===== config.mk =====
export PLATFORM = sky130hd
export DESIGN_NAME = euler_multi_accumulator_flat
export DESIGN_NICKNAME = d
export VERILOG_FILES = /design/src/rtl/euler_pkg.sv /design/src/rtl/euler_multi_accumulator_if.sv /design/src/rtl/euler_sat_adder.sv /design/src/rtl/euler_multi_accumulator.sv /design/src/flat_wrapper.sv
export SDC_FILE = /design/constraint.sdc
export NUM_CORES = 1
export LEC_CHECK = 0
export ABC_AREA = 1
export ABC_CLOCK_PERIOD_IN_PS = 4460
export BUFFER_PORTS_ARGS = -buffer_cell sky130_fd_sc_hd__buf_4
export CAP_MARGIN = 20
export CORE_MARGIN = 3
export CORE_UTILIZATION = 59
export DETAILED_ROUTE_END_ITERATION = 10
export PLACE_DENSITY = 0.79
export SLEW_MARGIN = 20
export SYNTH_ARGS = -nofsm -noshare
export SYNTH_HDL_FRONTEND = slang
export SYNTH_SLANG_ARGS = --single-unit

===== constraint.sdc =====
create_clock -name clk -period 4.46 [get_ports clk]
set_input_delay 0.669 -clock clk [delete_from_list [all_inputs] [get_ports clk]]
set_output_delay 0.669 -clock clk [all_outputs]
set_load 0.1 [all_outputs]

===== src/rtl/euler_pkg.sv =====
// Shared arithmetic helpers for the Euler accumulator: saturation limits and a
// width-generic signed add that reports overflow and unsigned carry.
package euler_pkg;

    localparam int MAX_W = 64;

    typedef logic [MAX_W-1:0] word_t;

    typedef struct packed {
        word_t data;
        logic  ovf;
        logic  carry;
    } sat_res_t;

    function automatic word_t width_mask(input int w);
        return (w >= MAX_W) ? '1 : ((word_t'(1) << w) - word_t'(1));
    endfunction

    function automatic word_t MAX_POS(input int w);
        return width_mask(w) >> 1;
    endfunction

    function automatic word_t MAX_NEG(input int w);
        return width_mask(w) & ~(width_mask(w) >> 1);
    endfunction

    // Only the low w bits of a and b are significant; the result is masked to w bits.
    function automatic sat_res_t sat_add(input word_t a, input word_t b,
                                         input logic saturate, input int w);
        sat_res_t         res;
        word_t            m;
        word_t            sbit;
        logic [MAX_W:0]   full;
        logic             sa;
        logic             sb;
        logic             sr;
        m         = width_mask(w);
        sbit      = word_t'(1) << (w - 1);
        full      = {1'b0, a & m} + {1'b0, b & m};
        res.carry = |(full & ({{MAX_W{1'b0}}, 1'b1} << w));
        res.data  = full[MAX_W-1:0] & m;
        sa        = |(a & sbit);
        sb        = |(b & sbit);
        sr        = |(res.data & sbit);
        res.ovf   = (sa == sb) && (sr != sa);
        if (res.ovf && saturate) begin
            res.data = sa ? MAX_NEG(w) : MAX_POS(w);
        end
        return res;
    endfunction

endpackage


===== src/rtl/euler_multi_accumulator_if.sv =====
// Increment request and result handshake bundle for euler_multi_accumulator.
interface euler_multi_accumulator_if #(
    parameter int WIDTH = 16,
    parameter int CH_W  = 2
);
    logic             in_valid;
    logic             in_ready;
    logic             in_load;
    logic [CH_W-1:0]  in_ch;
    logic [WIDTH-1:0] in_data;
    logic             out_valid;
    logic             out_ready;
    logic [CH_W-1:0]  out_ch;
    logic [WIDTH-1:0] out_data;
    logic             out_ovf;
    logic             out_carry;

    modport master (
        output in_valid, in_load, in_ch, in_data, out_ready,
        input  in_ready, out_valid, out_ch, out_data, out_ovf, out_carry
    );

    modport slave (
        input  in_valid, in_load, in_ch, in_data, out_ready,
        output in_ready, out_valid, out_ch, out_data, out_ovf, out_carry
    );
endinterface


===== src/rtl/euler_sat_adder.sv =====
// Signed WIDTH-bit adder with optional clamp on overflow, plus overflow/carry flags.
// Latency: combinational.
// Backpressure: none; pure datapath.
module euler_sat_adder
    import euler_pkg::*;
#(
    parameter int WIDTH    = 16,
    parameter int SATURATE = 1
) (
    input  logic [WIDTH-1:0] a,
    input  logic [WIDTH-1:0] b,
    output logic [WIDTH-1:0] sum,
    output logic             ovf,
    output logic             carry
);
    sat_res_t res;

    assign res   = sat_add(word_t'(a), word_t'(b), SATURATE != 0, WIDTH);
    assign sum   = res.data[WIDTH-1:0];
    assign ovf   = res.ovf;
    assign carry = res.carry;

    // Upper container bits are always zero after masking.
    if (WIDTH < MAX_W) begin : g_hi
        logic unused_hi;
        assign unused_hi = ^res.data[MAX_W-1:WIDTH];
    end
endmodule


===== src/rtl/euler_multi_accumulator.sv =====
// Multi-channel Euler state accumulator: x[ch] <= x[ch] + in_data, or load, with step counting.
// Latency: 1 cycle from accepted request to registered result.
// Backpressure: single output register; in_ready drops while a result stalls or done is high.
module euler_multi_accumulator
    import euler_pkg::*;
#(
    parameter  int WIDTH    = 16,
    parameter  int CHANNELS = 4,
    parameter  int STEP_W   = 16,
    parameter  int SATURATE = 1,
    localparam int CH_W     = (CHANNELS > 1) ? $clog2(CHANNELS) : 1
) (
    input  logic                   clk,
    input  logic                   rst_async,
    input  logic                   rst_sync,
    input  logic                   clear_flags,
    input  logic [STEP_W-1:0]      target_steps,
    euler_multi_accumulator_if.slave bus,
    output logic [CHANNELS-1:0]    ovf_sticky,
    output logic [STEP_W-1:0]      step_count,
    output logic                   done
);
    logic [WIDTH-1:0] x_q [CHANNELS];
    logic [WIDTH-1:0] cur_x;
    logic [WIDTH-1:0] add_sum;
    logic             add_ovf;
    logic             add_carry;
    logic [WIDTH-1:0] res_data;
    logic             res_ovf;
    logic             res_carry;
    logic             ch_ok;
    logic             last_ch;
    logic             xfer;

    assign done         = (target_steps != '0) && (step_count == target_steps);
    assign bus.in_ready = !done && (!bus.out_valid || bus.out_ready);
    assign xfer         = bus.in_valid && bus.in_ready;
    assign ch_ok        = 32'(bus.in_ch) < CHANNELS;
    assign last_ch      = 32'(bus.in_ch) == CHANNELS - 1;

    // Out-of-range channels read as zero so the adder never sees an X.
    always_comb begin
        cur_x = '0;
        if (ch_ok) begin
            cur_x = x_q[bus.in_ch];
        end
    end

    euler_sat_adder #(
        .WIDTH    (WIDTH),
        .SATURATE (SATURATE)
    ) u_adder (
        .a     (cur_x),
        .b     (bus.in_data),
        .sum   (add_sum),
        .ovf   (add_ovf),
        .carry (add_carry)
    );

    always_comb begin
        res_data  = '0;
        res_ovf   = 1'b0;
        res_carry = 1'b0;
        if (ch_ok) begin
            if (bus.in_load) begin
                res_data = bus.in_data;
            end else begin
                res_data  = add_sum;
                res_ovf   = add_ovf;
                res_carry = add_carry;
            end
        end
    end

    always_ff @(posedge clk or posedge rst_async) begin
        if (rst_async) begin
            for (int i = 0; i < CHANNELS; i++) x_q[i] <= '0;
            bus.out_valid <= 1'b0;
            bus.out_ch    <= '0;
            bus.out_data  <= '0;
            bus.out_ovf   <= 1'b0;
            bus.out_carry <= 1'b0;
            ovf_sticky    <= '0;
            step_count    <= '0;
        end else if (rst_sync) begin
            for (int i = 0; i < CHANNELS; i++) x_q[i] <= '0;
            bus.out_valid <= 1'b0;
            bus.out_ch    <= '0;
            bus.out_data  <= '0;
            bus.out_ovf   <= 1'b0;
            bus.out_carry <= 1'b0;
            ovf_sticky    <= '0;
            step_count    <= '0;
        end else begin
            if (clear_flags) begin
                ovf_sticky <= '0;
            end
            if (bus.out_valid && bus.out_ready) begin
                bus.out_valid <= 1'b0;
            end
            if (xfer) begin
                bus.out_valid <= 1'b1;
                bus.out_ch    <= bus.in_ch;
                bus.out_data  <= res_data;
                bus.out_ovf   <= res_ovf;
                bus.out_carry <= res_carry;
                if (ch_ok) begin
                    x_q[bus.in_ch] <= res_data;
                    // Later assignment lets a fresh overflow beat a same-cycle clear.
                    if (!bus.in_load && add_ovf) begin
                        ovf_sticky[bus.in_ch] <= 1'b1;
                    end
                    if (!bus.in_load && last_ch) begin
                        step_count <= step_count + STEP_W'(1);
                    end
                end
            end
        end
    end
endmodule


===== src/flat_wrapper.sv =====
// flat-port wrapper written by rule: the top's interface ports become plain ports
module euler_multi_accumulator_flat import euler_pkg::*;
#(
    parameter  int WIDTH    = 16,
    parameter  int CHANNELS = 4,
    parameter  int STEP_W   = 16,
    parameter  int SATURATE = 1,
    localparam int CH_W     = (CHANNELS > 1) ? $clog2(CHANNELS) : 1
)
  (clk, rst_async, rst_sync, clear_flags, target_steps, ovf_sticky, step_count, done, bus_in_valid, bus_in_load, bus_in_ch, bus_in_data, bus_out_ready, bus_in_ready, bus_out_valid, bus_out_ch, bus_out_data, bus_out_ovf, bus_out_carry);
  euler_multi_accumulator_if #(.WIDTH(WIDTH), .CH_W(2)) bus_i ();
  input  logic clk;
  input  logic rst_async;
  input  logic rst_sync;
  input  logic clear_flags;
  input  logic [STEP_W-1:0] target_steps;
  output logic [CHANNELS-1:0] ovf_sticky;
  output logic [STEP_W-1:0] step_count;
  output logic done;
  input wire logic [$bits(bus_i.in_valid)-1:0] bus_in_valid;
  input wire logic [$bits(bus_i.in_load)-1:0] bus_in_load;
  input wire logic [$bits(bus_i.in_ch)-1:0] bus_in_ch;
  input wire logic [$bits(bus_i.in_data)-1:0] bus_in_data;
  input wire logic [$bits(bus_i.out_ready)-1:0] bus_out_ready;
  output wire logic [$bits(bus_i.in_ready)-1:0] bus_in_ready;
  output wire logic [$bits(bus_i.out_valid)-1:0] bus_out_valid;
  output wire logic [$bits(bus_i.out_ch)-1:0] bus_out_ch;
  output wire logic [$bits(bus_i.out_data)-1:0] bus_out_data;
  output wire logic [$bits(bus_i.out_ovf)-1:0] bus_out_ovf;
  output wire logic [$bits(bus_i.out_carry)-1:0] bus_out_carry;
  assign bus_i.in_valid = bus_in_valid;
  assign bus_i.in_load = bus_in_load;
  assign bus_i.in_ch = bus_in_ch;
  assign bus_i.in_data = bus_in_data;
  assign bus_i.out_ready = bus_out_ready;
  assign bus_in_ready = bus_i.in_ready;
  assign bus_out_valid = bus_i.out_valid;
  assign bus_out_ch = bus_i.out_ch;
  assign bus_out_data = bus_i.out_data;
  assign bus_out_ovf = bus_i.out_ovf;
  assign bus_out_carry = bus_i.out_carry;
  euler_multi_accumulator #(.WIDTH(WIDTH), .CHANNELS(CHANNELS), .STEP_W(STEP_W), .SATURATE(SATURATE)) u_core (.clk(clk), .rst_async(rst_async), .rst_sync(rst_sync), .clear_flags(clear_flags), .target_steps(target_steps), .bus(bus_i), .ovf_sticky(ovf_sticky), .step_count(step_count), .done(done));
endmodule

=== Word level (Yosys, flattened, before mapping) ===
Cells that the tools add are included.

* Flip-flop bits (word level): 105
* Input port bits: 41

* $add $sub $neg: 2
* Magnitude comparators: 4
* Equal/unequal tests: 4
* Mux-type cells: 34
* Bitwise operators: 2
* Reduce and logical (&&, ||, !) cells: 18

{| class="wikitable"
|+ Operators by type and width
! cell !! count
|-
| 16-bit two-way mux || 11
|-
| 64-bit two-way mux || 2
|-
| 64-bit bitwise mux || 1
|-
| 16-bit binary-select mux with 2-bit select || 1
|-
| 16-bit demux with 2-bit select || 1
|-
| 4-bit two-way mux || 5
|-
| 16-bit by 16-bit adder with 17-bit output || 1
|-
| 16-bit by 1-bit adder with 16-bit output (second input constant) || 1
|-
| 16-bit equality test || 1
|-
| 16-bit nonzero test || 1
|-
| 1-bit two-way mux || 10
|-
| 1-bit logical AND || 9
|-
| 2-bit two-way mux || 2
|-
| 4-bit OR || 1
|-
| 2-bit nonzero test || 2
|-
| 3-bit >= comparator (second input constant) || 1
|-
| 1-bit zero test || 3
|-
| 2-bit by 3-bit < comparator with 1-bit output (second input constant) || 1
|-
| 3-bit by 1-bit < comparator with 1-bit output (second input constant) || 1
|-
| 2-bit inverter with 3-bit output || 1
|-
| 3-bit nonzero test || 1
|-
| 1-bit demux with 2-bit select || 1
|-
| 2-bit equality test (second input constant) || 1
|-
| 2-bit by 1-bit >= comparator with 1-bit output (second input constant) || 1
|-
| other kinds (4) || 4
|}

=== Logic depth before layout (Yosys ltp) ===
Gate-level depths: netlist of run 1.

* Depth after elaboration: 12
* Depth in mapped cells: 21
* Depth with buffers taken out: 19

=== Hierarchy ===
A second synthesis of run 1 with hierarchy kept.

* Cell total of the unflattened synthesis: 968
* Area, all modules: 6767.7 µm²

{| class="wikitable"
|+ By module, submodules not included
! module !! instances !! cells an instance !! area an instance (µm²)
|-
| euler_multi_accumulator || 1 || 771 || 5672.9
|-
| euler_sat_adder || 1 || 197 || 1094.8
|}

=== Worst setup path before layout of run 1 ===
No wires, ideal clock.

* Path kind: flip-flop to output port
* From: register u_core.step_count[5]
* To: output bus_in_ready
* Arrival: 3.929 ns
* Path slack: -0.138 ns
* Stages on the path, launching flop included: 8
* Path buffers: 0
* Cells stage by stage: dfrtp_1 > inv_1 > nand2_1 > nand2_1 > nor4_1 > nand2_1 > nor2_1 > nor2_1

* Cells in the longest elaborated chain, start to end: 4

{| class="wikitable"
|+ Ends and longest elaborated chain
! element !! RTL line !! RTL
|-
| start: declaration || euler_multi_accumulator.sv:20 || <nowiki>output logic [STEP_W-1:0] step_count,</nowiki>
|-
| start signal: assignment || euler_multi_accumulator.sv:114 || <nowiki>step_count <= step_count + STEP_W'(1);</nowiki>
|-
| 16-bit equality test || euler_multi_accumulator.sv:35 || <nowiki>assign done = (target_steps != '0) && (step_count == target_steps);</nowiki>
|-
| 1-bit logical AND || euler_multi_accumulator.sv:35 ||
|-
| via done || flat_wrapper.sv:19 || <nowiki>output logic done;</nowiki>
|-
| 1-bit zero test || euler_multi_accumulator.sv:36 || <nowiki>assign bus.in_ready = !done && (!bus.out_valid || bus.out_ready);</nowiki>
|-
| 1-bit logical AND || euler_multi_accumulator.sv:36 ||
|-
| end: declaration || flat_wrapper.sv:25 || <nowiki>output wire logic [$bits(bus_i.in_ready)-1:0] bus_in_ready;</nowiki>
|}

The timed path passes the listed nets, and every way through them passes these cells.

=== Worst setup path after layout of run 1 ===
* From: input bus_in_ch[1]
* To: register u_core.x_q[2] (netlist name)

* Cells in the longest elaborated chain, start to end: 12

{| class="wikitable"
|+ Ends and longest elaborated chain
! element !! RTL line !! RTL
|-
| start: declaration || flat_wrapper.sv:22 || <nowiki>input wire logic [$bits(bus_i.in_ch)-1:0] bus_in_ch;</nowiki>
|-
| 2-bit inverter with 3-bit output (not written as such) (*) || euler_multi_accumulator.sv:45, euler_multi_accumulator.sv:108 ||
|-
| 16-bit binary-select mux with 2-bit select || euler_multi_accumulator.sv:45 || <nowiki>cur_x = x_q[bus.in_ch];</nowiki>
|-
| 16-bit two-way mux (not written as such) (2 in a row) || euler_multi_accumulator.sv:45 ||
|-
| 16-bit by 16-bit adder with 17-bit output || euler_pkg.sv:39 || <nowiki>full = {1'b0, a & m} + {1'b0, b & m};</nowiki>
|-
| 1-bit != test || euler_pkg.sv:45 || <nowiki>res.ovf = (sa == sb) && (sr != sa);</nowiki>
|-
| 1-bit logical AND || euler_pkg.sv:45 ||
|-
| 16-bit two-way mux || euler_pkg.sv:46 || <nowiki>if (res.ovf && saturate) begin</nowiki>
|-
| 16-bit two-way mux || euler_multi_accumulator.sv:65 || <nowiki>if (bus.in_load) begin</nowiki>
|-
| 64-bit bitwise mux (*) || euler_multi_accumulator.sv:108 || <nowiki>x_q[bus.in_ch] <= res_data;</nowiki>
|-
| 64-bit two-way mux (*) || euler_multi_accumulator.sv:101 || <nowiki>if (xfer) begin</nowiki>
|-
| 64-bit two-way mux (*) || euler_multi_accumulator.sv:85 || <nowiki>end else if (rst_sync) begin</nowiki>
|-
| end signal: indexed assignment || euler_multi_accumulator.sv:108 ||
|-
| end: declaration || euler_multi_accumulator.sv:23 || <nowiki>logic [WIDTH-1:0] x_q [CHANNELS];</nowiki>
|}

Every way passes the cells marked *; elsewhere a longest branch is shown, timed or not. The select of a mux whose other input is x is not followed.
A chain may end at the register's enable or synchronous reset.

==> results of run 1 <==
## through the flow
stage / hold slack [ps] / power (mW) / util [%] / std cells / setup slack, ps
floorplan: 442 / 1.46 / - / 945 / 533
CTS: 136 / 2.17 / 68.6 / 1158 / 1170
detailed placement: 460 / 1.61 / 66.9 / 1142 / 747
finish: 149 / 2.17 / 68.6 / 1158 / 1080
global placement: 455 / 1.60 / 66.9 / 1142 / 830
global route: 140 / 2.27 / 68.6 / 1158 / 770
## cells in the mapped netlist (all sizes together)
cell type / number
a21oi: 15
a22oi: 24
and2: 2
buf: 19
clkbuf: 13
dfrtp: 105
fa: 1
ha: 17
inv: 87
nand2: 386
nand3: 119
nand4: 9
nor2: 83
nor3: 11
nor4: 6
o21ai: 26
o21bai: 3
xnor2: 4
xor2: 15
## layer usage
metal | global-route usage [%] | up-vias | part of all wire, % | routed length (microns)
li1 | - | 3148 | - | -
met1 | 39.9 | 3010 | 45 | 7890
met2 | 47.2 | 196 | 48 | 8350
met3 | 4.51 | 20 | 5.7 | 995
met4 | 8.41 | 0 | 1.4 | 248
met5 | 0 | - | 0 | 0
## power groups by stage
stage          sequential (mW)  clock [mW]  combinational [mW]
2_1_floorplan             1.18           0               0.279
3_3_place_gp              1.04           0               0.559
3_5_place_dp              1.04           0               0.564
4_1_cts                   1.03       0.582               0.566
5_1_grt                   1.03       0.618               0.620
6_report                  1.03       0.573               0.566
## sequential cells by signal, summed over array words and instances, names as in the netlist
| signal | count |
|---|---|
| u_core.bus.out_data | 16 |
| u_core.bus.out_valid | 1 |
| u_core.step_count | 16 |
| u_core.bus.out_ovf | 1 |
| u_core.bus.out_carry | 1 |
| u_core.x_q | 64 |
| u_core.ovf_sticky | 4 |
| u_core.bus.out_ch | 2 |
## cell type report
| type | count | area share, % |
|---|---|---|
| inverters | 87 | 4.40 |
| clock inverters | 1 | 0.117 |
| repair buffers | 89 | 8.94 |
| flip-flops and latches | 105 | 35.2 |
| multi-input cells | 721 | 46.7 |
| clock buffers | 15 | 2.36 |
| well taps | 140 | 2.34 |
## cells by family (layout without fill, tap and decap cells)
group                      Yosys count  count (layout)  share of synthesized area, %
and+or+nand+nor                    616             616                          39.8
buffers and inverters              119             192                          7.77
DFF                                105             105                          39.7
AOI/OAI and AO/OA                   68              68                          6.73
xor gates and xnor gates            19              19                          2.51
adders and majority gates           18              18                          3.51
## path summary, 6_finish.rpt
path	startpoint	end	slack [ps]	cells after the start
max	bus_in_ch[1]	u_core.x_q[2]$_DFFE_PP0P_	1080	18
min	rst_async	u_core.step_count[12]$_DFFE_PP0P_	150	2
max reg2reg	u_core.x_q[49]$_DFFE_PP0P_	u_core.x_q[2]$_DFFE_PP0P_	1640	15
min reg2reg	u_core.x_q[31]$_DFFE_PP0P_	u_core.x_q[31]$_DFFE_PP0P_	480	2
max in group asynchronous	rst_async	u_core.x_q[57]$_DFFE_PP0P_	3300	3
min in group clk	u_core.x_q[31]$_DFFE_PP0P_	u_core.x_q[31]$_DFFE_PP0P_	480	2
==> summary.md, run 1 <==
| Metric | Value |
|---|---|
| Tightest Pin Transition | roughly 1000 ps |
| Number of antenna cells inserted | 0 |
| Global placement routability congestion | approximately 0.93 |
| Initial antenna violation count | 0 |
| Post-synthesis average cell area | roughly 7 sq um |
| Area share of the leading cell type in the synthesized netlist | between 30 and 40% |
| Chip height | between 100 and 150 microns |
| Vias | about 6400 |
| Max Root-Sink Buffers | 2 |
| Commonest non-fill, non-tap cell in the layout | nand2_1 |
| Share of cells above drive strength 1 | ~14% |
| Crit path max fanout | 31 |
| Seq/Total Area, Yosys | just under 40% |
| Congestion Overflow GR | 0 |
| P&R area growth vs syn | 12.8% |
| Register area | 2630 sq um |
| WP data arrival | around 3700 ps |
| Crit. End Element | register |
| Final Setup Violations | 0 |
| Clock Root Buffer | clkbuf_8 |
| Sequential power share | between 40 and 50% |
| Crit-path cells | buf_4 -> nand2_1 -> inv_2 -> a22oi_1 -> nand2_1 -> ha_1 -> nand2_1 -> inv_1 -> a21oi_1 -> nand2_1 -> nand2_1 -> nand2_1 -> nand2_1 -> o21ai_0 -> nand2_1 -> nand2_1 -> nand3_1 -> nand2_1 |
| Leakage | approximately 4.2 nW |
| Depth of the CTS H-tree | 3 |
| # fillers | 997 |
| Post-synth net total | roughly 1000 |
| PostCTS Resize Cnt | 0 |
| Clk sinks | about 110 |
| Layout Skew | between 10 and 15 ps |
| PwrDens | between 200 and 300 nW/um^2 |
| Slew Viols, Final | 0 |
| Element type at the critical path start | primary input |
| Die Area | roughly 13000 sq um |
| Synth warn | 0 |
| Cell Rows | 38 |
| Status | finished clean |
| Post-detailed-route count of antenna-violating nets | 0 |
| Switch Pwr | about 780 uW |
| Crit Path Class | primary input to register |
| CP most frequent cell | nand2_1 |
| Starting density of the core | 60.8% |
| Placed cell area | approximately 7300 sq um |
| Max stage delay cell, worst path | inv_2 |
| First-pass GRT wire length | 29.6 mm |
| Largest net degree at the start of global routing | between 60 and 70 |
| IO Count | 84 |
| Most frequent cells in the layout | nand2_1 (383), nand3_1 (117), dfrtp_1 (105) |
| CTS tree | yes |
| Port bufs | 83 |
| Cell count after synthesis | about 950 |
| Total global-route track usage | 28.8% |
| Syn Std Cell Area | roughly 6600 sq um |
| DR WL/cell | 15.1 microns |
| Synth cell types | 33 |
| Final period utilization | 75.9% |
| Clock Latency Late Sink | ~390 ps |
| Area of the core | 10900 sq um |
| Post-CTS Hold Buffers | 0 |
| Setup bufs post-CTS | 0 |
| Multi-input gate area in the final layout | roughly 3500 sq um |
| TNS Setup | 0 ps |
| Bufs and invs on worst path | 3 |
| Clk slew on worst S/H paths | 100 ps |
| Nets | 1072 |
| Die span in x | roughly 110 microns |
| Vias in the first global route | just over 6000 |
| IR drop worst, VDD | 223 uV |
| Crit path largest cell delay | roughly 470 ps |
| Clk pwr share | between 20% and 30% |
| Num CTS Buffers | 9 |
| Post-DP HPWL | about 12 mm |
| Req. time, crit path | between 4000 and 5000 ps |
| RSZ-0062 raised after global routing | no |
| Flops & latches, synth | between 100 and 150 |
| DRC Markers | 0 |
| Dominant cells by area after synthesis | dfrtp_1 (40%), nand2_1 (22%), nand3_1 (8.8%) |
| Initial DRT Pass Iterations | 5 |
| Net Sw Frac | 35.8% |
| Int Pwr | 1.39 mW |
| Area leader, netlist | dfrtp_1 |
| Min Tclk post-route | 3380 ps |
| DRT iter0 DRCs | 546 |
| Cell area after layout | approximately 7500 sq um |
| Max Cap Viol | 0 |
| Final wirelength | 17.5 mm |
| Endpoints failing hold | 0 |
| Worst Hold Class | primary input to async pin |
| Vias/cell | between 5 and 6 |
| Crit-path leading delay family | simple AND/OR/NAND/NOR gates |
| Combinational power share | between 20% and 30% |
| Relative slew slack | a little under a third |
| Max Clock Freq | just under 300 MHz |
Note: power is estimated with default switching activity, not from simulation.
==> run 2: changes to the inputs <==
--- a/config.mk
+++ b/config.mk
@@ -6,13 +6,13 @@
 export NUM_CORES = 1
 export LEC_CHECK = 0
 export ABC_AREA = 1
-export ABC_CLOCK_PERIOD_IN_PS = 4460
+export ABC_CLOCK_PERIOD_IN_PS = 2800
 export BUFFER_PORTS_ARGS = -buffer_cell sky130_fd_sc_hd__buf_4
 export CAP_MARGIN = 20
 export CORE_MARGIN = 3
-export CORE_UTILIZATION = 59
+export CORE_UTILIZATION = 53
 export DETAILED_ROUTE_END_ITERATION = 10
-export PLACE_DENSITY = 0.79
+export PLACE_DENSITY = 0.75
 export SLEW_MARGIN = 20
 export SYNTH_ARGS = -nofsm -noshare
 export SYNTH_HDL_FRONTEND = slang
==> constraint.sdc (replaced) <==
create_clock -name clk -period 2.8 [get_ports clk]
set_input_delay 0.42 -clock clk [delete_from_list [all_inputs] [get_ports clk]]
set_output_delay 0.42 -clock clk [all_outputs]
set_load 0.1 [all_outputs]
==> run 2 against run 1 <==
Via count is 3.0% higher; power is 90% higher; worst setup slack worse by 850 ps; sequential share of layout area is 3.2 points lower; sequential cell count stayed put; register-to-register slack worse by 1300 ps; sequential power is 59% higher; first-iteration DRC count is 7.5% higher; die area is 11% higher; count of clock-buffer cells in the layout is 4 lower; worst hold slack better by 63 ps.
==> summary.md, run 2 (synthesis results as in run 1) <==
| Metric | Value |
|---|---|
| Finished Layout Cells | 1244 (was 1158) |
| Initial DRT Pass Iterations | 6 (was 5) |
| Worst Hold Class | primary input to async pin (unchanged) |
| Vias | 6564 (was 6374) |
| Vias/cell | 5.28 (was 5.50) |
| PwrDens | 500 nW/um^2 (was 290 nW/um^2) |
| Relative slew slack | 61.7% (was 31.3%) |
| Clk slew on worst S/H paths | 70 ps (was 100 ps) |
| Leakage | 4.57 nW (was 4.18 nW) |
| Combinational power share | 24.3% (was 26.1%) |
| Congestion Overflow GR | 0 (unchanged) |
| Num CTS Buffers | 9 (unchanged) |
| IO Count | 84 (unchanged) |
| Clk sinks | 105 (unchanged) |
| Total global-route track usage | 25.8% (was 28.8%) |
| Post-DP HPWL | 12.5 mm (about the same) |
| Clock Root Buffer | clkbuf_16 (was clkbuf_8) |
| Max stage delay cell, worst path | ha_1 (was inv_2) |
| Tightest Pin Transition | 574 ps (was 1030 ps) |
| Min Tclk post-route | about 2600 ps |
| Starting density of the core | 54.7% (was 60.8%) |
| Global placement routability congestion | 0.959 (was 0.932) |
| Switch Pwr | 1.32 mW (was 776 uW) |
| Share of cells above drive strength 1 | 19.4% (was 14.2%) |
| Max Root-Sink Buffers | 2 (unchanged) |
| Cell Rows | 40 (was 38) |
| Chip height | 118 microns (was 112 microns) |
| DR WL/cell | 14.7 microns (was 15.1 microns) |
| Crit-path cells | buf_4 -> buf_4 -> nor2_2 -> buf_12 -> a22oi_1 -> nand3_1 -> ha_1 -> inv_2 -> nor3_2 -> and2_1 -> nand2_1 -> nand2_1 -> nand2_1 -> buf_12 -> nand3_1 -> nand2_1 -> nand2_1 -> nand3_1 -> nand2_1 (was buf_4 -> nand2_1 -> inv_2 -> a22oi_1 -> nand2_1 -> ha_1 -> nand2_1 -> inv_1 -> a21oi_1 -> nand2_1 -> nand2_1 -> nand2_1 -> nand2_1 -> o21ai_0 -> nand2_1 -> nand2_1 -> nand3_1 -> nand2_1) |
| Post-Place Setup Slack | -145 ps (was 747 ps) |
| Worst setup margin | 227 ps (was 1080 ps) |
| Endpoints failing hold | 0 (unchanged) |
| Largest reg by FF count | u_core.x_q (unchanged) |
| Max Cap Viol | 0 (unchanged) |
| Clock Latency Late Sink | 360 ps (was 390 ps) |
| Post-detailed-route count of antenna-violating nets | 0 (unchanged) |
| Port bufs | 83 (unchanged) |
| IR drop worst, VDD | 497 uV (was 223 uV) |
| Crit. End Element | register (unchanged) |
| Cell Count Post-Placement | 1226 (was 1142) |
| CTS tree | yes (unchanged) |
| P&R area growth vs syn | 24.1% (was 12.8%) |
| Most frequent cells in the layout | nand2_1 (383), buf_4 (141), nand3_1 (117) (was nand2_1 (383), nand3_1 (117), dfrtp_1 (105)) |
| CP most frequent cell | nand2_1 (unchanged) |
| Final Setup Violations | 0 (unchanged) |
| Element type at the critical path start | primary input (unchanged) |
| Req. time, crit path | 3090 ps (was 4740 ps) |
| Crit path largest cell delay | 350 ps (was 470 ps) |
| Number of antenna cells inserted | 0 (unchanged) |
| Crit path max fanout | 29 (was 31) |
| Sequential power share | 39.9% (was 47.4%) |
| Die Area | 13900 sq um (was 12500 sq um) |
| Die span in x | 118 microns (was 112 microns) |
| Status | finished clean (unchanged) |
| Depth of the CTS H-tree | 3 (unchanged) |
| Area of the core | 12100 sq um (was 10900 sq um) |
| Clk pwr share | 35.8% (was 26.5%) |
| Layout Skew | 7.62 ps (was 14.5 ps) |
| Vias in the first global route | 5984 (was 6082) |
| DRC Markers | 0 (unchanged) |
| Final period utilization | about nine tenths |
| Crit Path Class | primary input to register (unchanged) |
| First-pass GRT wire length | 29.5 mm (was 29.6 mm) |
| Initial antenna violation count | 0 (unchanged) |
| Net Sw Frac | 32.2% (was 35.8%) |
| Leading registers by flop count | u_core.x_q (64), u_core.bus.out_data (16), u_core.step_count (16) (unchanged) |
| Max Clock Freq | 389 MHz |
| WP data arrival | 2860 ps (was 3670 ps) |
| R2r worst-path depth | 15 (unchanged) |
| Number of flip-flops in the largest register | 64 (unchanged) |
| Nets | 1130 (was 1072) |
| Final wirelength | 18.3 mm (was 17.5 mm) |
| Commonest non-fill, non-tap cell in the layout | nand2_1 (unchanged) |
| DRT iter0 DRCs | 587 (was 546) |
| Int Pwr | 2.79 mW (was 1.39 mW) |
| Slew Viols, Final | 0 (unchanged) |
| Largest net degree at the start of global routing | 106 (was 64) |
-- run 2: metal layers --
layer | vias up | share of wire (%) | GRT usage, %
met5 | - | 0 | 0
met4 | 0 | 1.6 | 6.52
met3 | 29 | 6.5 | 5.33
met2 | 212 | 46 | 40.8
met1 | 3056 | 46 | 36.5
li1 | 3267 | - | -
-- run 2: final timing paths --
check | start | end | slack, ps
worst max-delay path | bus_in_ch[1] | u_core.x_q[45]$_DFFE_PP0P_ | 230
worst min-delay path | rst_async | u_core.bus.out_ch[1]$_DFFE_PP0P_ | 210
worst max register to register | u_core.x_q[61]$_DFFE_PP0P_ | u_core.x_q[45]$_DFFE_PP0P_ | 310
worst min register to register | u_core.x_q[47]$_DFFE_PP0P_ | u_core.x_q[47]$_DFFE_PP0P_ | 480
max in group asynchronous | rst_async | u_core.x_q[36]$_DFFE_PP0P_ | 2130
min in group clk | clear_flags | u_core.ovf_sticky[2]$_DFF_PP0_ | 350
-- run 2: layout make-up --
cell class	count	area, sq um
fillers	1092	3900
multi-input cells	721	3510
flip-flops and latches	105	2630
repair buffers	147	1180
inverters	87	333
clock buffers	11	243
well taps	168	210
clock inverters	5	103
-- run 2: repair_timing --
item                       4_1_cts  5_1_grt
gates resized for setup          0        7
buffers inserted                 0        1
hold buffers                     0        0
setup endpoints to repair        0       62
-- run 2: power groups by stage --
stage / clock network, mW / registers (mW) / logic, mW
detailed placement: 0 / 1.66 / 0.984
CTS: 1.49 / 1.63 / 0.990
global route: 1.55 / 1.64 / 1.09
global placement: 0 / 1.66 / 0.970
finish: 1.47 / 1.64 / 0.999
floorplan: 0 / 1.88 / 0.446
-- run 2: through the flow --
| stage | cell area (sq um) | total power, mW | TNS, ps | hold slack (ps) | util [%] |
|---|---|---|---|---|---|
| 2_1_floorplan | 6630 | 2.33 | -428 | 442 | - |
| 3_3_place_gp | 7810 | 2.63 | -5100 | 456 | 64.5 |
| 3_5_place_dp | 7810 | 2.65 | -7610 | 459 | 64.5 |
| 4_1_cts | 8160 | 4.11 | 0 | 250 | 67.4 |
| 5_1_grt | 8220 | 4.28 | -5.82 | 270 | 67.8 |
| 6_report | 8220 | 4.10 | 0 | 211 | 67.8 |
-- run 2: critical path: cells and delay by family --
kind                     cells  cell delay, ps
AND/OR/NAND/NOR             12            1300
buffers and inverters        5             590
adder cells (fa/ha/maj)      1             350
AO/OA/AOI/OAI                1             190
